## src/rtl/multicycle_control_unit_pkg.sv

```systemverilog
// Shared definitions for the multi-cycle RISC-V control FSM: opcodes, state
// encoding, datapath select codes and the registered control-word layout.
package multicycle_control_unit_pkg;

  localparam logic [6:0] OP_R   = 7'b0110011;
  localparam logic [6:0] OP_I   = 7'b0010011;
  localparam logic [6:0] OP_LD  = 7'b0000011;
  localparam logic [6:0] OP_SD  = 7'b0100011;
  localparam logic [6:0] OP_BEQ = 7'b1100011;
  localparam logic [6:0] OP_JAL = 7'b1101111;

  typedef enum logic [3:0] {
    S_IDLE     = 4'd0,
    S_FETCH    = 4'd1,
    S_DECODE   = 4'd2,
    S_EXEC     = 4'd3,
    S_ALU_WB   = 4'd4,
    S_MEM_ADDR = 4'd5,
    S_MEM_RD   = 4'd6,
    S_MEM_WB   = 4'd7,
    S_MEM_WR   = 4'd8,
    S_BRANCH   = 4'd9,
    S_JAL      = 4'd10,
    S_TRAP     = 4'd11
  } state_t;

  localparam logic [1:0] ALUOP_ADD   = 2'b00;
  localparam logic [1:0] ALUOP_SUB   = 2'b01;
  localparam logic [1:0] ALUOP_FUNCT = 2'b10;

  localparam logic [1:0] SRCB_RS2  = 2'b00;
  localparam logic [1:0] SRCB_FOUR = 2'b01;
  localparam logic [1:0] SRCB_IMM  = 2'b10;

  localparam logic [1:0] PCSRC_ALU    = 2'b00;
  localparam logic [1:0] PCSRC_ALUOUT = 2'b01;
  localparam logic [1:0] PCSRC_JUMP   = 2'b10;

  typedef struct packed {
    logic       pc_write;
    logic       pc_write_cond;
    logic       iord;
    logic       mem_read;
    logic       mem_write;
    logic       mem_to_reg;
    logic       reg_write;
    logic       alu_src_a;
    logic [1:0] alu_src_b;
    logic [1:0] alu_op;
    logic [1:0] pc_source;
    logic       trap;
  } ctrl_t;

  function automatic logic is_mem_state(state_t s);
    return (s == S_FETCH) || (s == S_MEM_RD) || (s == S_MEM_WR);
  endfunction

endpackage

```

## src/rtl/multicycle_control_unit_if.sv

```systemverilog
// Control-unit <-> datapath/memory bundle. The master side is the control FSM.
interface multicycle_control_unit_if #(
  parameter int unsigned OPCODE_W = 7
);
  // Memory handshake: in FETCH/MEM_RD/MEM_WR the request (MemRead or MemWrite)
  // is held stable until a cycle in which mem_ready is sampled high; that cycle
  // completes the access. mem_ready is ignored in every other state.
  logic [OPCODE_W-1:0] Opcode;
  logic                mem_ready;
  logic                PCWrite;
  logic                PCWriteCond;
  logic                IorD;
  logic                IRWrite;
  logic                MemRead;
  logic                MemWrite;
  logic                MemtoReg;
  logic                RegWrite;
  logic                ALUSrcA;
  logic [1:0]          ALUSrcB;
  logic [1:0]          ALUOp;
  logic [1:0]          PCSource;
  logic                trap;
  logic [3:0]          state_o;

  modport master (
    input  Opcode, mem_ready,
    output PCWrite, PCWriteCond, IorD, IRWrite, MemRead, MemWrite, MemtoReg,
           RegWrite, ALUSrcA, ALUSrcB, ALUOp, PCSource, trap, state_o
  );

  modport slave (
    output Opcode, mem_ready,
    input  PCWrite, PCWriteCond, IorD, IRWrite, MemRead, MemWrite, MemtoReg,
           RegWrite, ALUSrcA, ALUSrcB, ALUOp, PCSource, trap, state_o
  );
endinterface

```

## src/rtl/multicycle_control_unit_mem_wait_timer.sv

```systemverilog
// Counts not-ready cycles spent in a memory state; flags the wait that would
// bring the count to MEM_TIMEOUT (a ready in that same cycle still completes).
module mem_wait_timer #(
  parameter int unsigned MEM_TIMEOUT = 16,
  parameter int unsigned CNT_W       = 8
) (
  input  logic clk,
  input  logic reset_n,
  input  logic in_mem,
  input  logic mem_ready,
  output logic timeout
);

  localparam logic [CNT_W-1:0] LIMIT = CNT_W'(MEM_TIMEOUT);
  localparam logic [CNT_W-1:0] LAST  = CNT_W'(MEM_TIMEOUT - 1);

  logic [CNT_W-1:0] cnt_q, cnt_d;
  logic             waiting;

  assign waiting = in_mem && !mem_ready;

  // Any cycle that is not a wait (completion or non-memory state) clears the
  // count, so every memory state is entered with the counter at zero.
  always_comb begin
    cnt_d   = '0;
    timeout = waiting && (cnt_q == LAST);
    if (waiting) begin
      cnt_d = (cnt_q == LIMIT) ? cnt_q : cnt_q + CNT_W'(1);
    end
  end

  always_ff @(posedge clk) begin
    if (!reset_n) begin
      cnt_q <= '0;
    end else begin
      cnt_q <= cnt_d;
    end
  end

endmodule

```

## src/rtl/multicycle_control_unit.sv

```systemverilog
// Multi-cycle RISC-V control FSM: fetch/decode/execute/memory/writeback
// sequencing with a ready handshake to variable-latency memory and a sticky trap.
module multicycle_control_unit
  import multicycle_control_unit_pkg::*;
#(
  parameter int unsigned OPCODE_W    = 7,
  parameter int unsigned MEM_TIMEOUT = 16,
  parameter int unsigned CNT_W       = 8,
  parameter bit          JAL_EN      = 1'b1
) (
  input logic                        clk,
  input logic                        reset_n,
  multicycle_control_unit_if.master  bus
);

  state_t              state_q, state_d;
  ctrl_t               ctrl_q, ctrl_d;
  logic [OPCODE_W-1:0] opcode;
  logic                timeout;
  logic                fetch_done;

  assign opcode = bus.Opcode;

  mem_wait_timer #(
    .MEM_TIMEOUT (MEM_TIMEOUT),
    .CNT_W       (CNT_W)
  ) u_timer (
    .clk       (clk),
    .reset_n   (reset_n),
    .in_mem    (is_mem_state(state_q)),
    .mem_ready (bus.mem_ready),
    .timeout   (timeout)
  );

  always_comb begin
    state_d = state_q;
    case (state_q)
      S_IDLE:   state_d = S_FETCH;
      S_FETCH: begin
        if (bus.mem_ready)   state_d = S_DECODE;
        else if (timeout)    state_d = S_TRAP;
      end
      S_DECODE: begin
        if (opcode == OP_R || opcode == OP_I)          state_d = S_EXEC;
        else if (opcode == OP_LD || opcode == OP_SD)   state_d = S_MEM_ADDR;
        else if (opcode == OP_BEQ)                     state_d = S_BRANCH;
        else if (opcode == OP_JAL && JAL_EN)           state_d = S_JAL;
        else                                           state_d = S_TRAP;
      end
      S_EXEC:   state_d = S_ALU_WB;
      S_ALU_WB: state_d = S_FETCH;
      S_MEM_ADDR: begin
        if (opcode == OP_LD)       state_d = S_MEM_RD;
        else if (opcode == OP_SD)  state_d = S_MEM_WR;
        else                       state_d = S_TRAP;
      end
      S_MEM_RD: begin
        if (bus.mem_ready)   state_d = S_MEM_WB;
        else if (timeout)    state_d = S_TRAP;
      end
      S_MEM_WB: state_d = S_FETCH;
      S_MEM_WR: begin
        if (bus.mem_ready)   state_d = S_FETCH;
        else if (timeout)    state_d = S_TRAP;
      end
      S_BRANCH: state_d = S_FETCH;
      S_JAL:    state_d = S_FETCH;
      S_TRAP:   state_d = S_TRAP;
      default:  state_d = S_TRAP;
    endcase
  end

  // Control word for the state being entered, registered alongside the state.
  // EXEC is only entered from DECODE, where the IR-held opcode is stable.
  always_comb begin
    ctrl_d = '0;
    case (state_d)
      S_FETCH: begin
        ctrl_d.mem_read  = 1'b1;
        ctrl_d.alu_src_b = SRCB_FOUR;
        ctrl_d.alu_op    = ALUOP_ADD;
        ctrl_d.pc_source = PCSRC_ALU;
      end
      S_DECODE: begin
        ctrl_d.alu_src_b = SRCB_IMM;
        ctrl_d.alu_op    = ALUOP_ADD;
      end
      S_EXEC: begin
        ctrl_d.alu_src_a = 1'b1;
        ctrl_d.alu_src_b = (opcode == OP_R) ? SRCB_RS2 : SRCB_IMM;
        ctrl_d.alu_op    = ALUOP_FUNCT;
      end
      S_ALU_WB: ctrl_d.reg_write = 1'b1;
      S_MEM_ADDR: begin
        ctrl_d.alu_src_a = 1'b1;
        ctrl_d.alu_src_b = SRCB_IMM;
        ctrl_d.alu_op    = ALUOP_ADD;
      end
      S_MEM_RD: begin
        ctrl_d.mem_read = 1'b1;
        ctrl_d.iord     = 1'b1;
      end
      S_MEM_WB: begin
        ctrl_d.reg_write  = 1'b1;
        ctrl_d.mem_to_reg = 1'b1;
      end
      S_MEM_WR: begin
        ctrl_d.mem_write = 1'b1;
        ctrl_d.iord      = 1'b1;
      end
      S_BRANCH: begin
        ctrl_d.alu_src_a     = 1'b1;
        ctrl_d.alu_src_b     = SRCB_RS2;
        ctrl_d.alu_op        = ALUOP_SUB;
        ctrl_d.pc_write_cond = 1'b1;
        ctrl_d.pc_source     = PCSRC_ALUOUT;
      end
      S_JAL: begin
        ctrl_d.pc_write  = 1'b1;
        ctrl_d.pc_source = PCSRC_JUMP;
        ctrl_d.reg_write = 1'b1;
      end
      S_TRAP:  ctrl_d.trap = 1'b1;
      default: ctrl_d = '0;
    endcase
  end

  always_ff @(posedge clk) begin
    if (!reset_n) begin
      state_q <= S_IDLE;
      ctrl_q  <= '0;
    end else begin
      state_q <= state_d;
      ctrl_q  <= ctrl_d;
    end
  end

  // IR latch and PC+4 happen in the cycle the fetch completes, not a cycle later.
  assign fetch_done = (state_q == S_FETCH) && bus.mem_ready;

  assign bus.PCWrite     = ctrl_q.pc_write | fetch_done;
  assign bus.IRWrite     = fetch_done;
  assign bus.PCWriteCond = ctrl_q.pc_write_cond;
  assign bus.IorD        = ctrl_q.iord;
  assign bus.MemRead     = ctrl_q.mem_read;
  assign bus.MemWrite    = ctrl_q.mem_write;
  assign bus.MemtoReg    = ctrl_q.mem_to_reg;
  assign bus.RegWrite    = ctrl_q.reg_write;
  assign bus.ALUSrcA     = ctrl_q.alu_src_a;
  assign bus.ALUSrcB     = ctrl_q.alu_src_b;
  assign bus.ALUOp       = ctrl_q.alu_op;
  assign bus.PCSource    = ctrl_q.pc_source;
  assign bus.trap        = ctrl_q.trap;
  assign bus.state_o     = state_q;

endmodule

```

## src/flat_wrapper.sv

```systemverilog
// flat-port wrapper written by rule: the top's interface ports become plain ports
module multicycle_control_unit_flat import multicycle_control_unit_pkg::*;
#(
  parameter int unsigned OPCODE_W    = 7,
  parameter int unsigned MEM_TIMEOUT = 16,
  parameter int unsigned CNT_W       = 8,
  parameter bit          JAL_EN      = 1'b1
)
  (clk, reset_n, bus_Opcode, bus_mem_ready, bus_PCWrite, bus_PCWriteCond, bus_IorD, bus_IRWrite, bus_MemRead, bus_MemWrite, bus_MemtoReg, bus_RegWrite, bus_ALUSrcA, bus_ALUSrcB, bus_ALUOp, bus_PCSource, bus_trap, bus_state_o);
  multicycle_control_unit_if #(.OPCODE_W(OPCODE_W)) bus_i ();
  input logic clk;
  input logic reset_n;
  input wire logic [$bits(bus_i.Opcode)-1:0] bus_Opcode;
  input wire logic [$bits(bus_i.mem_ready)-1:0] bus_mem_ready;
  output wire logic [$bits(bus_i.PCWrite)-1:0] bus_PCWrite;
  output wire logic [$bits(bus_i.PCWriteCond)-1:0] bus_PCWriteCond;
  output wire logic [$bits(bus_i.IorD)-1:0] bus_IorD;
  output wire logic [$bits(bus_i.IRWrite)-1:0] bus_IRWrite;
  output wire logic [$bits(bus_i.MemRead)-1:0] bus_MemRead;
  output wire logic [$bits(bus_i.MemWrite)-1:0] bus_MemWrite;
  output wire logic [$bits(bus_i.MemtoReg)-1:0] bus_MemtoReg;
  output wire logic [$bits(bus_i.RegWrite)-1:0] bus_RegWrite;
  output wire logic [$bits(bus_i.ALUSrcA)-1:0] bus_ALUSrcA;
  output wire logic [$bits(bus_i.ALUSrcB)-1:0] bus_ALUSrcB;
  output wire logic [$bits(bus_i.ALUOp)-1:0] bus_ALUOp;
  output wire logic [$bits(bus_i.PCSource)-1:0] bus_PCSource;
  output wire logic [$bits(bus_i.trap)-1:0] bus_trap;
  output wire logic [$bits(bus_i.state_o)-1:0] bus_state_o;
  assign bus_i.Opcode = bus_Opcode;
  assign bus_i.mem_ready = bus_mem_ready;
  assign bus_PCWrite = bus_i.PCWrite;
  assign bus_PCWriteCond = bus_i.PCWriteCond;
  assign bus_IorD = bus_i.IorD;
  assign bus_IRWrite = bus_i.IRWrite;
  assign bus_MemRead = bus_i.MemRead;
  assign bus_MemWrite = bus_i.MemWrite;
  assign bus_MemtoReg = bus_i.MemtoReg;
  assign bus_RegWrite = bus_i.RegWrite;
  assign bus_ALUSrcA = bus_i.ALUSrcA;
  assign bus_ALUSrcB = bus_i.ALUSrcB;
  assign bus_ALUOp = bus_i.ALUOp;
  assign bus_PCSource = bus_i.PCSource;
  assign bus_trap = bus_i.trap;
  assign bus_state_o = bus_i.state_o;
  multicycle_control_unit #(.OPCODE_W(OPCODE_W), .MEM_TIMEOUT(MEM_TIMEOUT), .CNT_W(CNT_W), .JAL_EN(JAL_EN)) u_core (.clk(clk), .reset_n(reset_n), .bus(bus_i));
endmodule
```

## config.mk

```make
export PLATFORM = sky130hd
export DESIGN_NAME = multicycle_control_unit_flat
export DESIGN_NICKNAME = d
export VERILOG_FILES = /design/src/rtl/multicycle_control_unit_pkg.sv /design/src/rtl/multicycle_control_unit_if.sv /design/src/rtl/multicycle_control_unit_mem_wait_timer.sv /design/src/rtl/multicycle_control_unit.sv /design/src/flat_wrapper.sv
export SDC_FILE = /design/constraint.sdc
export NUM_CORES = 1
export LEC_CHECK = 0
export BUFFER_PORTS_ARGS = -buffer_cell sky130_fd_sc_hd__buf_2
export CAP_MARGIN = 20
export CORE_ASPECT_RATIO = 0.6
export CORE_MARGIN = 2
export CORE_UTILIZATION = 55
export CTS_BUF_LIST = sky130_fd_sc_hd__clkbuf_8
export CTS_CLUSTER_SIZE = 25
export DETAILED_ROUTE_END_ITERATION = 10
export PLACE_DENSITY = 0.81
export SLEW_MARGIN = 30
export SYNTH_ARGS = -nofsm -noshare
export SYNTH_HDL_FRONTEND = slang
export SYNTH_SLANG_ARGS = --single-unit
```

## constraint.sdc

```tcl
create_clock -name clk -period 2.35 [get_ports clk]
set_input_delay 0.235 -clock clk [delete_from_list [all_inputs] [get_ports clk]]
set_output_delay 0.235 -clock clk [all_outputs]
set_load 0.05 [all_outputs]
```

# Word level (Yosys, flattened, before mapping)
# Index checks and enable logic that the tools add are counted.
word_totals:
  out_inout_bits: 20
  input_bits: 10
  regBits: 27
  wordCells: 84
classes:
  n_eq_ne: 29
  muxes: 23
  n_bitwise: 1
  n_addsub: 1
  n_reduce_logical: 16
ops:
  columns: ["operator", "n"]
  rows:
  - ["4-bit by 3-bit == test with 1-bit output, second input constant", 8]
  - ["4-bit 2-to-1 mux", 8]
  - ["4-bit == test, second input constant", 7]
  - ["4-bit one-hot mux with 7 select lines", 1]
  - ["4-bit by 2-bit == test with 1-bit output, second input constant", 4]
  - ["4-bit one-hot mux with 4 select lines", 1]
  - ["7-bit by 6-bit == test with 1-bit output, second input constant", 2]
  - ["7-bit == test, second input constant", 2]
  - ["1-bit 2-to-1 mux", 10]
  - ["8-bit by 1-bit adder with 8-bit output, second input constant", 1]
  - ["4-bit by 1-bit == test with 1-bit output, second input constant", 2]
  - ["8-bit by 4-bit == test with 1-bit output, second input constant", 1]
  - ["8-bit by 5-bit == test with 1-bit output, second input constant", 1]
  - ["7-bit by 2-bit == test with 1-bit output, second input constant", 1]
  - ["7-bit by 5-bit == test with 1-bit output, second input constant", 1]
  - ["2-bit OR reduction", 3]
  - ["3-bit OR reduction", 2]
  - ["5-bit OR reduction", 1]
  - ["4-bit logical NOT", 1]
  - ["1-bit logical OR", 4]
  - ["2-bit 2-to-1 mux", 2]
  - ["2-bit one-hot mux with 2 select lines", 1]
  - ["1-bit logical AND", 3]
  - ["2-bit AND reduction", 1]
  - ["other kinds (2)", 2]

# Longest topological paths before layout
# Gate-level depths: netlist of the first run.
depth:
  depth_word: 11
  mapped_depth: 8
  ltp_nobuf: 8

# By module
# From an unflattened synthesis of the first run, not the netlist that was laid out.
hier_totals:
  cells_unflattened: 162
  hier_area_um2: 1393.8
modules_own_cells:
  columns: ["module", "area_each_um2", "cells_per_inst", "seq_area_each_um2", "n_inst"]
  rows:
  - ["multicycle_control_unit", 980.9, 115, 340.3, 1]
  - ["mem_wait_timer", 412.9, 47, 160.2, 1]

# Worst setup path after synthesis of the first run
# No wires, ideal clock.
synth_path:
  path_kind: "reg2reg"
  start: "reg u_core.state_q[2], in the netlist u_core.bus.state_o[2]"
  end: "reg u_core.ctrl_q (netlist bit u_core.bus.ALUSrcB[1])"
  setup_time_ps: 84
  path_stages_with_launch: 9
  period_less_slack_ps: 2348
  slack_ps: 2
  t_arrival_ps: 2264
  n_path_buf: 1
  t_required_ps: 2266
  cell_sequence: "dfxtp_1 > clkbuf_1 > nor4bb_1 > a211o_1 > o31ai_1 > a21o_1 > inv_1 > nand2_1 > o31ai_2"
synth_between:
  elab_chain_len: 11
  elab_cells_between_ends: 28
  classes_between: "eq/ne (15); mux (6); reduce/logical (7)"
synth_lines:
  columns: ["item", "line_no", "rtl"]
  rows:
  - ["start: declaration", "multicycle_control_unit.sv:16", "state_t state_q, state_d;"]
  - ["start signal: assignment", "multicycle_control_unit.sv:133", "state_q <= state_d;"]
  - ["4-bit by 1-bit == test with 1-bit output / 4-bit by 3-bit == test with 1-bit output (equally long branches)", "multicycle_control_unit_pkg.sv:55, multicycle_control_unit.sv:37", null]
  - ["1-bit logical OR (2 in a row)", "multicycle_control_unit_pkg.sv:55", "return (s == S_FETCH) || (s == S_MEM_RD) || (s == S_MEM_WR);"]
  - ["1-bit logical AND", "multicycle_control_unit_mem_wait_timer.sv:20", "assign waiting = in_mem && !mem_ready;"]
  - ["1-bit logical AND", "multicycle_control_unit_mem_wait_timer.sv:26", "timeout = waiting && (cnt_q == LAST);"]
  - ["4-bit 2-to-1 mux", "multicycle_control_unit.sv:41, multicycle_control_unit.sv:59, multicycle_control_unit.sv:64", null]
  - ["4-bit 2-to-1 mux, on equally long branches", "multicycle_control_unit.sv:63, multicycle_control_unit.sv:40, multicycle_control_unit.sv:58", null]
  - ["4-bit one-hot mux with 7 select lines (*)", "multicycle_control_unit.sv:37", "case (state_q)"]
  - ["4-bit by 2-bit == test with 1-bit output / 4-bit by 3-bit == test with 1-bit output (equally long branches)", "multicycle_control_unit.sv:77", "case (state_d)"]
  - ["2-bit OR reduction (no source line)", null, null]
  - ["4-bit one-hot mux with 4 select lines (*)", "multicycle_control_unit.sv:77", null]
  - ["end signal: assignment", "multicycle_control_unit.sv:134", "ctrl_q <= ctrl_d;"]
  - ["end: declaration", "multicycle_control_unit.sv:17", "ctrl_t ctrl_q, ctrl_d;"]
# Every way passes the cells marked *; elsewhere a longest branch is shown, timed or not.
# A chain may end at the register's enable or synchronous reset.

# Worst setup path after layout of the first run
layout_path:
  start: "reg u_core.u_timer.cnt_q[0]"
  end: "reg u_core.ctrl_q (netlist bit u_core.bus.ALUSrcB[1])"
layout_between:
  elab_chain_len: 8
  elab_cells_between_ends: 14
  classes_between: "eq/ne (6); mux (6); reduce/logical (2)"
layout_lines:
  columns: ["item", "line_no", "rtl"]
  rows:
  - ["start: declaration", "multicycle_control_unit_mem_wait_timer.sv:17", "logic [CNT_W-1:0] cnt_q, cnt_d;"]
  - ["start signal: assignment", "multicycle_control_unit_mem_wait_timer.sv:36", "cnt_q <= cnt_d;"]
  - ["8-bit by 4-bit == test with 1-bit output (*)", "multicycle_control_unit_mem_wait_timer.sv:26", null]
  - ["1-bit logical AND (*)", "multicycle_control_unit_mem_wait_timer.sv:26", null]
  - ["4-bit 2-to-1 mux (*)", "multicycle_control_unit.sv:41, multicycle_control_unit.sv:59, multicycle_control_unit.sv:64", null]
  - ["4-bit 2-to-1 mux, on equally long branches", "multicycle_control_unit.sv:63, multicycle_control_unit.sv:40, multicycle_control_unit.sv:58", null]
  - ["4-bit one-hot mux with 7 select lines (*)", "multicycle_control_unit.sv:37", null]
  - ["4-bit by 2-bit == test with 1-bit output / 4-bit by 3-bit == test with 1-bit output (equally long branches)", "multicycle_control_unit.sv:77", null]
  - ["2-bit OR reduction (no source line)", null, null]
  - ["4-bit one-hot mux with 4 select lines (*)", "multicycle_control_unit.sv:77", null]
# Marks and branches as above.

==> results of run 1 <==
## state kept, by name, summed over array words and instances, names as in the netlist
signal / cells
u_core.bus.MemtoReg: 1
u_core.bus.ALUOp: 2
u_core.u_timer.cnt_q: 8
u_core.bus.PCSource: 2
u_core.bus.RegWrite: 1
u_core.bus.IorD: 1
u_core.bus.ALUSrcB: 2
u_core.bus.MemWrite: 1
u_core.bus.ALUSrcA: 1
u_core.bus.state_o: 4
u_core.bus.MemRead: 1
u_core.bus.trap: 1
## placed cells by master (no fill, tap or decap), types with 4 or more instances in the layout
cell type / synthesis / layout
a21oi_1: 6 / 6
buf_2: 1 / 29
buf_4: 1 / 6
dfxtp_1: 25 / 24
inv_1: 7 / 7
nand2_1: 9 / 9
nand3_1: 5 / 5
nor2_1: 22 / 22
nor2b_1: 4 / 4
nor3_1: 4 / 4
xnor2_1: 5 / 5
## how the worst min path moves through the flow
| stage | from | to | slack [ps] | cells after the start |
|---|---|---|---|---|
| after detailed placement | reset_n | u_core.bus.state_o[1]$_SDFF_PN0_ | 560 | 2 |
| final | reset_n | u_core.bus.state_o[1]$_SDFF_PN0_ | 280 | 2 |
| after global placement | u_core.u_timer.cnt_q[1]$_SDFFE_PN0P_ | u_core.u_timer.cnt_q[3]$_SDFFE_PN0P_ | 540 | 3 |
| after global routing | reset_n | u_core.bus.state_o[1]$_SDFF_PN0_ | 280 | 2 |
| after CTS | reset_n | u_core.bus.state_o[1]$_SDFF_PN0_ | 270 | 2 |
| after floorplan | reset_n | u_core.bus.state_o[1]$_SDFF_PN0_ | 360 | 1 |
## metrics by stage
step,cells,util (%),cell area [sq um]
after floorplan,149,-,1290
after global placement,208,67.8,1490
after detailed placement,208,67.8,1490
after CTS,212,70.3,1540
after global routing,212,70.7,1550
final,212,70.7,1550
## worst max-delay path, cell delays in order, from the launching register on
cell and delay, ps:
dfxtp_1 400, ha_1 230, nand4b_1 160, nor4_1 480
o31ai_1 220, a21o_1 230, inv_1 90, nand2_1 130
o31ai_2 240
## area by class of cell
class / count / area share [%]
sequential: 25 / 32.3
clock buffer: 3 / 2.66
timing repair buffer: 35 / 12.3
tap: 30 / 2.42
inverter: 7 / 1.69
clock inverter: 1 / 0.484
multi-input combinational: 111 / 48.1
## cells by family (layout without fill, tap and decap cells)
family / after synthesis / in the layout / share of synthesized area (%)
XOR/XNOR: 8 / 8 / 5.44
flip-flops: 25 / 25 / 38.8
adder cells (fa/ha/maj): 2 / 2 / 1.94
AO/OA/AOI/OAI: 30 / 30 / 18.2
buffers and inverters: 13 / 46 / 4.17
AND/OR/NAND/NOR: 71 / 71 / 31.5
## power groups by stage
stage	Clock [mW]	Combinational [mW]	Sequential, mW
3_3_place_gp	0	0.824	0.572
5_1_grt	0.285	0.919	0.591
2_1_floorplan	0	0.465	0.753
4_1_cts	0.264	0.852	0.573
3_5_place_dp	0	0.843	0.581
6_report	0.264	0.855	0.577
## Yosys cell counts (2+ instances only)
cell type / count / area (sq um)
dfxtp_1: 25 / 500
nor2_1: 22 / 82.6
nand2_1: 9 / 33.8
inv_1: 7 / 26.3
a21oi_1: 6 / 30.0
nand3_1: 5 / 25.0
xnor2_1: 5 / 43.8
clkbuf_1: 4 / 15.0
nor2b_1: 4 / 25.0
nor3_1: 4 / 20.0
nand2b_1: 3 / 18.8
nand3b_1: 3 / 22.5
nor4b_1: 3 / 26.3
o21a_1: 3 / 22.5
xor2_1: 3 / 26.3
and2_1: 2 / 12.5
ha_1: 2 / 25.0
nand4_1: 2 / 12.5
nand4b_1: 2 / 17.5
o21ai_0: 2 / 10.0
o31ai_1: 2 / 15.0
or2_2: 2 / 12.5
or3_4: 2 / 22.5
## repair_timing
item                                   in CTS  in global routing
setup endpoints to repair                   1                  3
endpoints found under the hold margin       0                  0
gates resized for setup                     1                  2
hold buffers                                0                  0
pin swaps                                   0                  0
## metal layers
| layer | up-vias | part of all wire (%) |
|---|---|---|
| li1 | 597 | - |
| met3 | 5 | 8.3 |
| met2 | 50 | 45 |
| met1 | 572 | 46 |
| met5 | - | 0 |
| met4 | 0 | 0.67 |
==> results.env, run 1 <==
GRT_REMAINING_OVERFLOW=0
UNREPAIRED_SETUP_ENDPOINTS_AFTER_GLOBAL_ROUTING='yes'
WORSTSETUPENDPOINTTYPE='flip-flop'
TIMING.MAX_CAP.VIOLATIONS=0
GROUTE.LAYER.MET2.USAGE_PCT=37.2
TOTAL_NET_SWITCHING_POWER_uW=775
YS.WARNINGS.COUNT=0
TOTAL_POWER_mW=1.70
CRITICAL_PATH.REG2REG.STARTPOINT='u_core.u_timer.cnt_q[0]$_SDFFE_PN0P_'
GRT_FIRST_PASS_WIRELENGTH_UM=4990
WORSTSETUPSTARTPOINTTYPE='flip-flop'
PORT-BUFFER-COUNT=29
DRT_PRE_ANTENNA_ITERS=4
SYNTH-ASYNC-RESET-RATIO_PCT=0
PROPORTION_OF_LAYOUT_CELLS_WITH_A_DRIVE_SUFFIX_ABOVE_1_PCT=29.7
LAYOUT.AREA.SEQ_SQ_UM=502
SWITCHING_SHARE_PCT=45.7
IO_PINS=30
POWER_FRAC_COMB_PCT=50.4
DPL_WORST_SLACK_PS=56.6
POST-CTS-SETUP-BUFFER-COUNT=0
CTS_INSERTED_BUFFERS=3
PLACEABLECOREAREA_SQ_MM=0.00220
CLOCK_LATENCY_PS=280
DATA_REQUIRED_TIME_OF_THE_CRITICAL_PATH_PS=2550
MAPPEDNETLISTAREA_SQ_MM=0.00129
AVGVIACOUNTPERCELL=5.77
FLOORPLAN.DIE_AREA_SQ_MM=0.00276
VERTICAL_DIE_DIMENSION_UM=41.5
FINALNETCOUNT=195
POWER.DENSITY_mW_PER_MM2=1090
CLOCK_TREE.HTREE_LEVEL_COUNT=1
POSTLAYOUTSETUPSLACKWORST_PS=108
MET1_USAGE_PCT=34.1
RUN_STATUS='complete, no violations'
FLOORPLAN.INITIALDENSITY_PCT=58.7
REGTOREGSETUPSLACK_PS=110
GLOBAL_ROUTE.USAGE.TOTAL_PCT=24.2
CLOCKROOTBUFFER='clkbuf_8'
SYN_NETS=161
MULTI_INPUT_COMB_AREA_SQ_UM=747
POST_SYNTH.CELL_AREA_AVG_SQ_UM=8.65
CLOCK_POWER_SHARE_PCT=15.6
CLOCK_TREE.BUFFER_DEPTH=2
CTS_TREE='built'
SETUP_TOTAL_NEG_SLACK_PS=0
GLOBALROUTE.BUSIESTLAYER='met2'
ROUTEDWLPERCELL_UM=14.8
CRIT_FANOUT=4
FINAL-HOLD-VIOLATION-COUNT=0
SYNTH_FLOP_CELL='dfxtp_1'
SYNTH_EDF_COUNT=0
SYN2LAYOUT_AREA_GROWTH_PCT=20.4
SLEW_HEADROOM_PCT=60.3
PERIOD_MINUS_SLACK_PS=2240
PLACE.GP.CONGESTION=0.941
WORST_SETUP_PATH_ENDPOINT='u_core.bus.ALUSrcB[1]$_SDFF_PN0_'
CELLLEAKAGEPOWER_nW=0.653
FIRST_GLOBAL_VIAS=1038
FP-ROW-COUNT=13
TIMING.RR.END='u_core.bus.ALUSrcB[1]$_SDFF_PN0_'
WORST_IR_DROP_VDD_uV=652
PERIOD_SHARE_PCT=95.4
INTERNAL_POWER_uW=922
SYNTH_SEQ_CELLS=25
FINALSETUPVIOLCOUNT=0
SLEW_VIOLATIONS=0
POWER_FRAC_SEQ_PCT=34.0
MAX_FREQ_MHz=446
WORSTSETUPSTARTPOINT='u_core.u_timer.cnt_q[0]$_SDFFE_PN0P_'
TIMING.HOLD.WS_PS=283
CRITICAL_PATH_CLASS='flip-flop to flip-flop'
DATA_ARRIVAL_TIME_OF_THE_CRITICAL_PATH_PS=2450
DIEWIDTH_UM=66.5
SYNTHESIS.INSTANCES=149
WORST_PIN_SLEW_PS=590
YOSYSSEQAREASHARE_PCT=38.8
VIA_COUNT=1224
WL_UM=3130
WORSTREGTOREGCELLS=8
CLK_PIN_SLEW_PS=90
GRT_START_MAX_NET_PINS=16
SYNTHDISTINCTLIBCELLS=50
HOLD_CLASS='primary input to flip-flop'
GRT_ANTENNA_BEFORE_REPAIR=0
DP_HPWL_UM=2380
NUM_ANTENNA_CELLS=0
ROUTE.ANTENNA.REMAINING_NETS=0
FINAL.FILL_COUNT=186
DR.FIRST_ITER.DRC_COUNT=60
DRC=0
CTS.SINK_COUNT=25
GLOBALROUTEMET3UTIL_PCT=6.78
CLOCK_SKEW_PS=9.27
Note: power is estimated with default switching activity, not from simulation.
==> run 2, diff against run 1 <==
- PLACE_DENSITY: 0.81 -> 0.87
==> run 2 against run 1 <==
  * Critical path type unchanged
  * Final area grew 0.48%
  * Non-clock buffer count up 2
  * Fmax up 1.1%
  * First-iteration DRC count rose by 53%
  * Largest cell class unchanged
  * Total power rose by 0.63%
  * Sequential cell count stayed put
==> results.env, run 2 (same netlist as run 1, synthesis figures left out) <==
INTERNAL_POWER_uW=932  # +1.1%
DR.FIRST_ITER.DRC_COUNT=92  # +53%
WORSTSETUPENDPOINTTYPE='flip-flop'
PROPORTION_OF_LAYOUT_CELLS_WITH_A_DRIVE_SUFFIX_ABOVE_1_PCT=29.3  # -0.32 points
CLOCK_TREE.BUFFER_DEPTH=2  # unchanged
PERIOD_MINUS_SLACK_PS=2220  # -23.4 ps
GRT_START_MAX_NET_PINS=16  # unchanged
FINAL-HOLD-VIOLATION-COUNT=0  # unchanged
RUN_STATUS='complete, no violations'
CTS-HOLD-FIX-BUFFERS=0  # unchanged
LAYOUT.AREA.SEQ_SQ_UM=500  # -0.25%
PLACE.DETAILED.INSTANCES=210  # +0.96%
CTS_INSERTED_BUFFERS=3  # unchanged
MAX_FREQ_MHz=451  # +1.1%
WL_UM=3020  # -3.5%
MULTI_INPUT_COMB_AREA_SQ_UM=741  # -0.84%
SYN2LAYOUT_AREA_GROWTH_PCT=21.0
FP-ROW-COUNT=13  # unchanged
FINAL.FILL_COUNT=166  # -11%
SLEW_VIOLATIONS=0  # unchanged
DRC=0  # unchanged
NUM_ANTENNA_CELLS=0  # unchanged
WORST_IR_DROP_VDD_uV=543  # -17%
CP_TOP_FAMILY='simple AND/OR/NAND/NOR gates'
GRT_FIRST_PASS_WIRELENGTH_UM=5090  # +1.9%
CTS.SINK_COUNT=25  # unchanged
DP_HPWL_UM=2310  # -3.1%
PLACEABLECOREAREA_SQ_MM=0.00220  # unchanged
TIMING.RR.END='u_core.bus.ALUSrcA$_SDFF_PN0_'
VERTICAL_DIE_DIMENSION_UM=41.5  # unchanged
CLOCK_TREE.HTREE_LEVEL_COUNT=1  # unchanged
UNREPAIRED_SETUP_ENDPOINTS_AFTER_GLOBAL_ROUTING='no'
ROUTEDWLPERCELL_UM=14.1  # -4.5%
DATA_REQUIRED_TIME_OF_THE_CRITICAL_PATH_PS=2520  # -30 ps
SLEW_HEADROOM_PCT=68.2  # +7.8 points
CELLLEAKAGEPOWER_nW=0.660  # +1.1%
HOLDCRITSTARTPOINT='reset_n'
CLOCKROOTBUFFER='clkbuf_8'
TOTAL_NET_SWITCHING_POWER_uW=775  # about the same
ROUTE.ANTENNA.REMAINING_NETS=0  # unchanged
LAYOUT.CELLS.MOST_COMMON='buf_2'
FINALNETCOUNT=197  # +1.0%
CRIT_PATH_MAX_INCR_DELAY_PS=530  # +50 ps
HOLDPATHSTAGES=2  # unchanged
VIA_COUNT=1209  # -1.2%
LARGEST_REGISTER_FF_COUNT=8  # unchanged
HOLD_CLASS='primary input to flip-flop'
DATA_ARRIVAL_TIME_OF_THE_CRITICAL_PATH_PS=2390  # -60 ps
CLOCK_POWER_SHARE_PCT=15.2  # -0.4 points
POWER_FRAC_COMB_PCT=51.9  # +1.5 points
WORSTREGTOREGCELLS=6  # -2
LAYOUT_COMMON_CELLS='29 x buf_2, 25 x dfxtp_1, 22 x nor2_1'
GRT_ANTENNA_BEFORE_REPAIR=0  # unchanged
WORSTSETUPSTARTPOINTTYPE='flip-flop'
POWER_FRAC_SEQ_PCT=32.9  # -1.1 points
CRIT_FANOUT=6  # +2
CLOCK_SKEW_PS=9.74  # +0.476 ps
FLOORPLAN.INITIALDENSITY_PCT=58.7  # unchanged
FLOORPLAN.DIE_AREA_SQ_MM=0.00276  # unchanged
WORST_PATH_MAX_DELAY_CELL='or4_1'
AVGVIACOUNTPERCELL=5.65  # -2.1%
CRITICAL_PATH.CELL_CHAIN='or4_1, o21ai_0, o221ai_1, or3_4, xnor2_1, nor2_1'
CTS_TREE='built'
CRITPATHBUFINV=0  # -1
CRITICAL_PATH_CLASS='flip-flop to flip-flop'
TOP_REGISTER_BY_NUMBER_OF_FLIP_FLOPS='u_core.u_timer.cnt_q'
DRT_PRE_ANTENNA_ITERS=4  # unchanged
GLOBAL_ROUTE.USAGE.TOTAL_PCT=24.0  # -0.13 points
CRITICAL_PATH.REG2REG.STARTPOINT='u_core.u_timer.cnt_q[5]$_SDFFE_PN0P_'
PLACE.GP.CONGESTION=0.896  # -4.9%
GRT_REMAINING_OVERFLOW=0  # unchanged
LAYOUTNONFILLERINSTCOUNT=214  # +0.94%
PORT-BUFFER-COUNT=29  # unchanged
SWITCHING_SHARE_PCT=45.4  # -0.25 points
PERIOD_SHARE_PCT=94.4  # -1.0 points
REGTOREGSETUPSLACK_PS=130  # +20 ps
FIRST_GLOBAL_VIAS=1082  # +4.2%
SETUP_TOTAL_NEG_SLACK_PS=0  # unchanged
TIMING.MAX_CAP.VIOLATIONS=0  # unchanged
CLOCK_LATENCY_PS=270  # about the same
DIEWIDTH_UM=66.5  # unchanged
CLK_PIN_SLEW_PS=90  # about the same
IO_PINS=30  # unchanged
WORST_PIN_SLEW_PS=471  # -119 ps
POWER.DENSITY_mW_PER_MM2=1090  # +0.15%
TIMING.HOLD.WORST_ENDPOINT='u_core.bus.state_o[1]$_SDFF_PN0_'
FINALSETUPVIOLCOUNT=0  # unchanged
[run 2: worst reg2reg max path, delay by kind of cell, from the launching register on]
family           cells  cell delay (ps)
XOR/XNOR             1              180
AND/OR/NAND/NOR      3             1040
AO/OA/AOI/OAI        2              520
flip-flops           1              390
[run 2: metrics by stage]
stage | power [mW] | area [sq um] | hold WS (ps) | setup WS [ps] | util [%]
finish | 1.71 | 1560 | 294 | 131 | 71.0
global route | 1.80 | 1560 | 307 | 42.9 | 71.0
CTS | 1.70 | 1550 | 280 | 89.3 | 70.7
detailed placement | 1.45 | 1500 | 552 | 44.3 | 68.5
global placement | 1.41 | 1500 | 544 | 119 | 68.5
floorplan | 1.22 | 1290 | 357 | 1.80 | -
[run 2: timing repair]
action | in CTS | in global routing
setup endpoints to repair | 0 | 6
setup buffers | 0 | 0
gates resized for setup | 0 | 1
[run 2: cell type report]
class,instances,share of cell area (%)
multi-input cells,111,47.5
flip-flops and latches,25,32.1
repair buffers,37,13.2
clock buffers,3,2.65
well taps,30,2.41
inverters,7,1.69
clock inverters,1,0.482
[run 2: how the worst max path moves through the flow]
| stage | start | to | slack, ps | cells past startpoint |
|---|---|---|---|---|
| after floorplan | u_core.bus.state_o[2]$_SDFF_PN0_ | u_core.bus.ALUSrcB[1]$_SDFF_PN0_ | 2 | 8 |
| after global placement | bus_Opcode[3] | u_core.bus.ALUSrcA$_SDFF_PN0_ | 120 | 7 |
| after detailed placement | bus_Opcode[3] | u_core.bus.ALUSrcA$_SDFF_PN0_ | 40 | 7 |
| after CTS | u_core.u_timer.cnt_q[0]$_SDFFE_PN0P_ | u_core.bus.ALUSrcB[1]$_SDFF_PN0_ | 90 | 8 |
| after global routing | u_core.bus.state_o[0]$_SDFF_PN0_ | bus_PCWrite | 40 | 5 |
| final | u_core.u_timer.cnt_q[5]$_SDFFE_PN0P_ | u_core.bus.ALUSrcA$_SDFF_PN0_ | 130 | 6 |
[run 2: power groups by stage]
stage          logic, mW  registers, mW  clock network, mW
2_1_floorplan      0.465          0.753                  0
3_3_place_gp       0.848          0.566                  0
3_5_place_dp       0.875          0.570                  0
4_1_cts            0.879          0.560              0.263
5_1_grt            0.946          0.572              0.279
6_report           0.887          0.561              0.260
[run 2: metal layers]
metal,vias to the layer above,share of wire (%),global-route usage [%]
li1,598,-,-
met1,565,48,35.2
met2,42,43,36.4
met3,4,7.5,7.32
met4,0,0.80,2.04
met5,-,0,0
==> run 3, diff against run 2 <==
- MAX_ROUTING_LAYER: unset -> met4
- TNS_END_PERCENT: unset -> 100
==> run 3 against run 2 <==
  * Cell count unchanged
  * Clock power hardly changed
  * Combinational power about the same
  * Worst hold slack lost 1.7 ps
  * Critical path depth unchanged
  * Fmax fell by 0.43%
  * First-iteration DRC count shrank 26%
  * Highest routed layer unchanged
==> results.env, run 3 (same netlist as run 1, synthesis figures left out) <==
TIMING.MAX_CAP.VIOLATIONS=0  # unchanged
PROPORTION_OF_LAYOUT_CELLS_WITH_A_DRIVE_SUFFIX_ABOVE_1_PCT=29.3  # unchanged
POWER_FRAC_SEQ_PCT=32.8  # about the same
CRITICAL_PATH.REG2REG.STARTPOINT='u_core.u_timer.cnt_q[5]$_SDFFE_PN0P_'
DPL_WORST_SLACK_PS=44.3  # unchanged
ROUTE.ANTENNA.REMAINING_NETS=0  # unchanged
CLOCK_TREE.HTREE_LEVEL_COUNT=1  # unchanged
ROUTE.TOP_LAYER_USED='met4'
FINALSETUPVIOLCOUNT=0  # unchanged
CLOCK_POWER_SHARE_PCT=15.1  # about the same
ROUTE.MET3.WL_UM=284  # +26%
NUM_ANTENNA_CELLS=0  # unchanged
POWER.DENSITY_mW_PER_MM2=1090  # about the same
REGTOREGSETUPSLACK_PS=120  # about the same
TIMING.HOLD.WORST_ENDPOINT='u_core.bus.state_o[1]$_SDFF_PN0_'
WORST_IR_DROP_VDD_uV=542  # -0.15%
PERIOD_SHARE_PCT=94.8  # +0.41 points
POSTLAYOUTSETUPSLACKWORST_PS=121  # -9.67 ps
HOLDPATHSTAGES=2  # unchanged
RUN_STATUS='complete, no violations'
GRT_START_MAX_NET_PINS=16  # unchanged
AVGVIACOUNTPERCELL=5.68  # +0.50%
ROUTEDWLPERCELL_UM=14.0  # -0.33%
POWER_FRAC_COMB_PCT=52.0  # about the same
WORSTSETUPSTARTPOINTTYPE='flip-flop'
SLEW_HEADROOM_PCT=68.6  # +0.47 points
PORT-BUFFER-COUNT=29  # unchanged
CLOCKROOTBUFFER='clkbuf_8'
IO_PINS=30  # unchanged
SETUP_TOTAL_NEG_SLACK_PS=0  # unchanged
CTS_TREE='built'
FLOORPLAN.DIE_AREA_SQ_MM=0.00276  # unchanged
DRC=0  # unchanged
POST-CTS-SETUP-BUFFER-COUNT=0  # unchanged
CTS-HOLD-FIX-BUFFERS=0  # unchanged
WL_UM=3010  # -0.33%
CLOCK_TREE.BUFFER_DEPTH=2  # unchanged
MAX_FREQ_MHz=449  # -0.43%
CTS_INSERTED_BUFFERS=3  # unchanged
DATA_REQUIRED_TIME_OF_THE_CRITICAL_PATH_PS=2520  # about the same
CELLLEAKAGEPOWER_nW=0.660  # unchanged
PLACEABLECOREAREA_SQ_MM=0.00220  # unchanged
DP_HPWL_UM=2310  # unchanged
WORSTSETUPENDPOINTTYPE='flip-flop'
CTS.SINK_COUNT=25  # unchanged
VIA_COUNT=1215  # +0.50%
SWITCHING_SHARE_PCT=45.4  # about the same
GRT_ANTENNA_BEFORE_REPAIR=0  # unchanged
HOLDCRITSTARTPOINT='reset_n'
WORSTREGTOREGCELLS=6  # unchanged
LARGEST_REGISTER_FF_COUNT=8  # unchanged
MET2_WIRELENGTH_UM=1330  # +1.2%
HOLD_CLASS='primary input to flip-flop'
DR.FIRST_ITER.DRC_COUNT=68  # -26%
SYN2LAYOUT_AREA_GROWTH_PCT=21.0  # unchanged
FIRST_GLOBAL_VIAS=1082  # unchanged
GRT_REMAINING_OVERFLOW=0  # unchanged
DIEWIDTH_UM=66.5  # unchanged
CLOCK_SKEW_PS=6.41  # -3.33 ps
DATA_ARRIVAL_TIME_OF_THE_CRITICAL_PATH_PS=2400  # about the same
TIMING.RR.END='u_core.bus.ALUSrcA$_SDFF_PN0_'
PERIOD_MINUS_SLACK_PS=2230  # +9.67 ps
INTERNAL_POWER_uW=932  # about the same
MET1_LENGTH_UM=1390  # -4.8%
CLOCK_LATENCY_PS=270  # about the same
FP-ROW-COUNT=13  # unchanged
WORST_PIN_SLEW_PS=464  # -7.00 ps
VERTICAL_DIE_DIMENSION_UM=41.5  # unchanged
CTS_RESIZED=0  # unchanged
LAYOUT.CELLS.MOST_COMMON='buf_2'
FLOORPLAN.INITIALDENSITY_PCT=58.7  # unchanged
DRT_PRE_ANTENNA_ITERS=4  # unchanged
UNREPAIRED_SETUP_ENDPOINTS_AFTER_GLOBAL_ROUTING='no'
CLK_PIN_SLEW_PS=90  # about the same
FINAL.FILL_COUNT=166  # unchanged
SLEW_VIOLATIONS=0  # unchanged
CRITICAL_PATH_CLASS='flip-flop to flip-flop'
GRT_FIRST_PASS_WIRELENGTH_UM=5080  # -0.14%
FINAL-HOLD-VIOLATION-COUNT=0  # unchanged
LAYOUT_COMMON_CELLS='29 x buf_2, 25 x dfxtp_1, 22 x nor2_1'
TOP_REGISTER_BY_NUMBER_OF_FLIP_FLOPS='u_core.u_timer.cnt_q'
PLACE.GP.CONGESTION=0.911  # +1.7%
FINALNETCOUNT=197  # unchanged
TOTAL_NET_SWITCHING_POWER_uW=775  # about the same
CRIT_FANOUT=6  # unchanged
GLOBAL_ROUTE.USAGE.TOTAL_PCT=24.7  # +0.68 points
[run 3: through the flow]
| step | util (%) | power [mW] | hold WS [ps] | std cells | cell area, sq um |
|---|---|---|---|---|---|
| after global placement | 68.5 | 1.41 | 544 | 210 | 1500 |
| after detailed placement | 68.5 | 1.45 | 552 | 210 | 1500 |
| after floorplan | - | 1.22 | 357 | 149 | 1290 |
| final | 71.0 | 1.71 | 292 | 214 | 1560 |
| after CTS | 70.7 | 1.70 | 280 | 214 | 1550 |
| after global routing | 71.0 | 1.80 | 307 | 214 | 1560 |
[run 3: worst max path at each step]
stage                                         startpoint                               end  slack [ps]
floorplan               u_core.bus.state_o[2]$_SDFF_PN0_  u_core.bus.ALUSrcB[1]$_SDFF_PN0_           2
global placement                           bus_Opcode[3]     u_core.bus.ALUSrcA$_SDFF_PN0_         120
detailed placement                         bus_Opcode[3]     u_core.bus.ALUSrcA$_SDFF_PN0_          40
CTS                 u_core.u_timer.cnt_q[0]$_SDFFE_PN0P_  u_core.bus.ALUSrcB[1]$_SDFF_PN0_          90
global route            u_core.bus.state_o[0]$_SDFF_PN0_                       bus_PCWrite          40
finish              u_core.u_timer.cnt_q[5]$_SDFFE_PN0P_     u_core.bus.ALUSrcA$_SDFF_PN0_         120
[run 3: layout make-up]
class / instances / area (sq um) / share of cell area (%)
Inverter: 7 / 26.3 / 1.69
Clock buffer: 3 / 41.3 / 2.65
Tap cell: 30 / 37.5 / 2.41
Timing Repair Buffer: 37 / 205 / 13.2
Sequential cell: 25 / 500 / 32.1
Clock inverter: 1 / 7.51 / 0.482
Multi-Input combinational cell: 111 / 741 / 47.5
[run 3: worst max-delay path, stage by stage (launching register included)]
cell and delay [ps]:
dfxtp_1 400, or4_1 530, o21ai_0 330, o221ai_1 200, or3_4 440, xnor2_1 180, nor2_1 70
[run 3: power groups by stage]
stage	sequential, mW	combinational (mW)	clock, mW
after floorplan	0.753	0.465	0
after global placement	0.566	0.848	0
after detailed placement	0.570	0.875	0
after CTS	0.560	0.879	0.263
after global routing	0.572	0.946	0.279
final	0.561	0.888	0.258
[run 3: layer usage]
layer | track usage (%) | vias up
li1 | - | 600
met1 | 35.0 | 557
met2 | 36.6 | 56
met3 | 7.32 | 2
met4 | 2.04 | 0
met5 | - | -
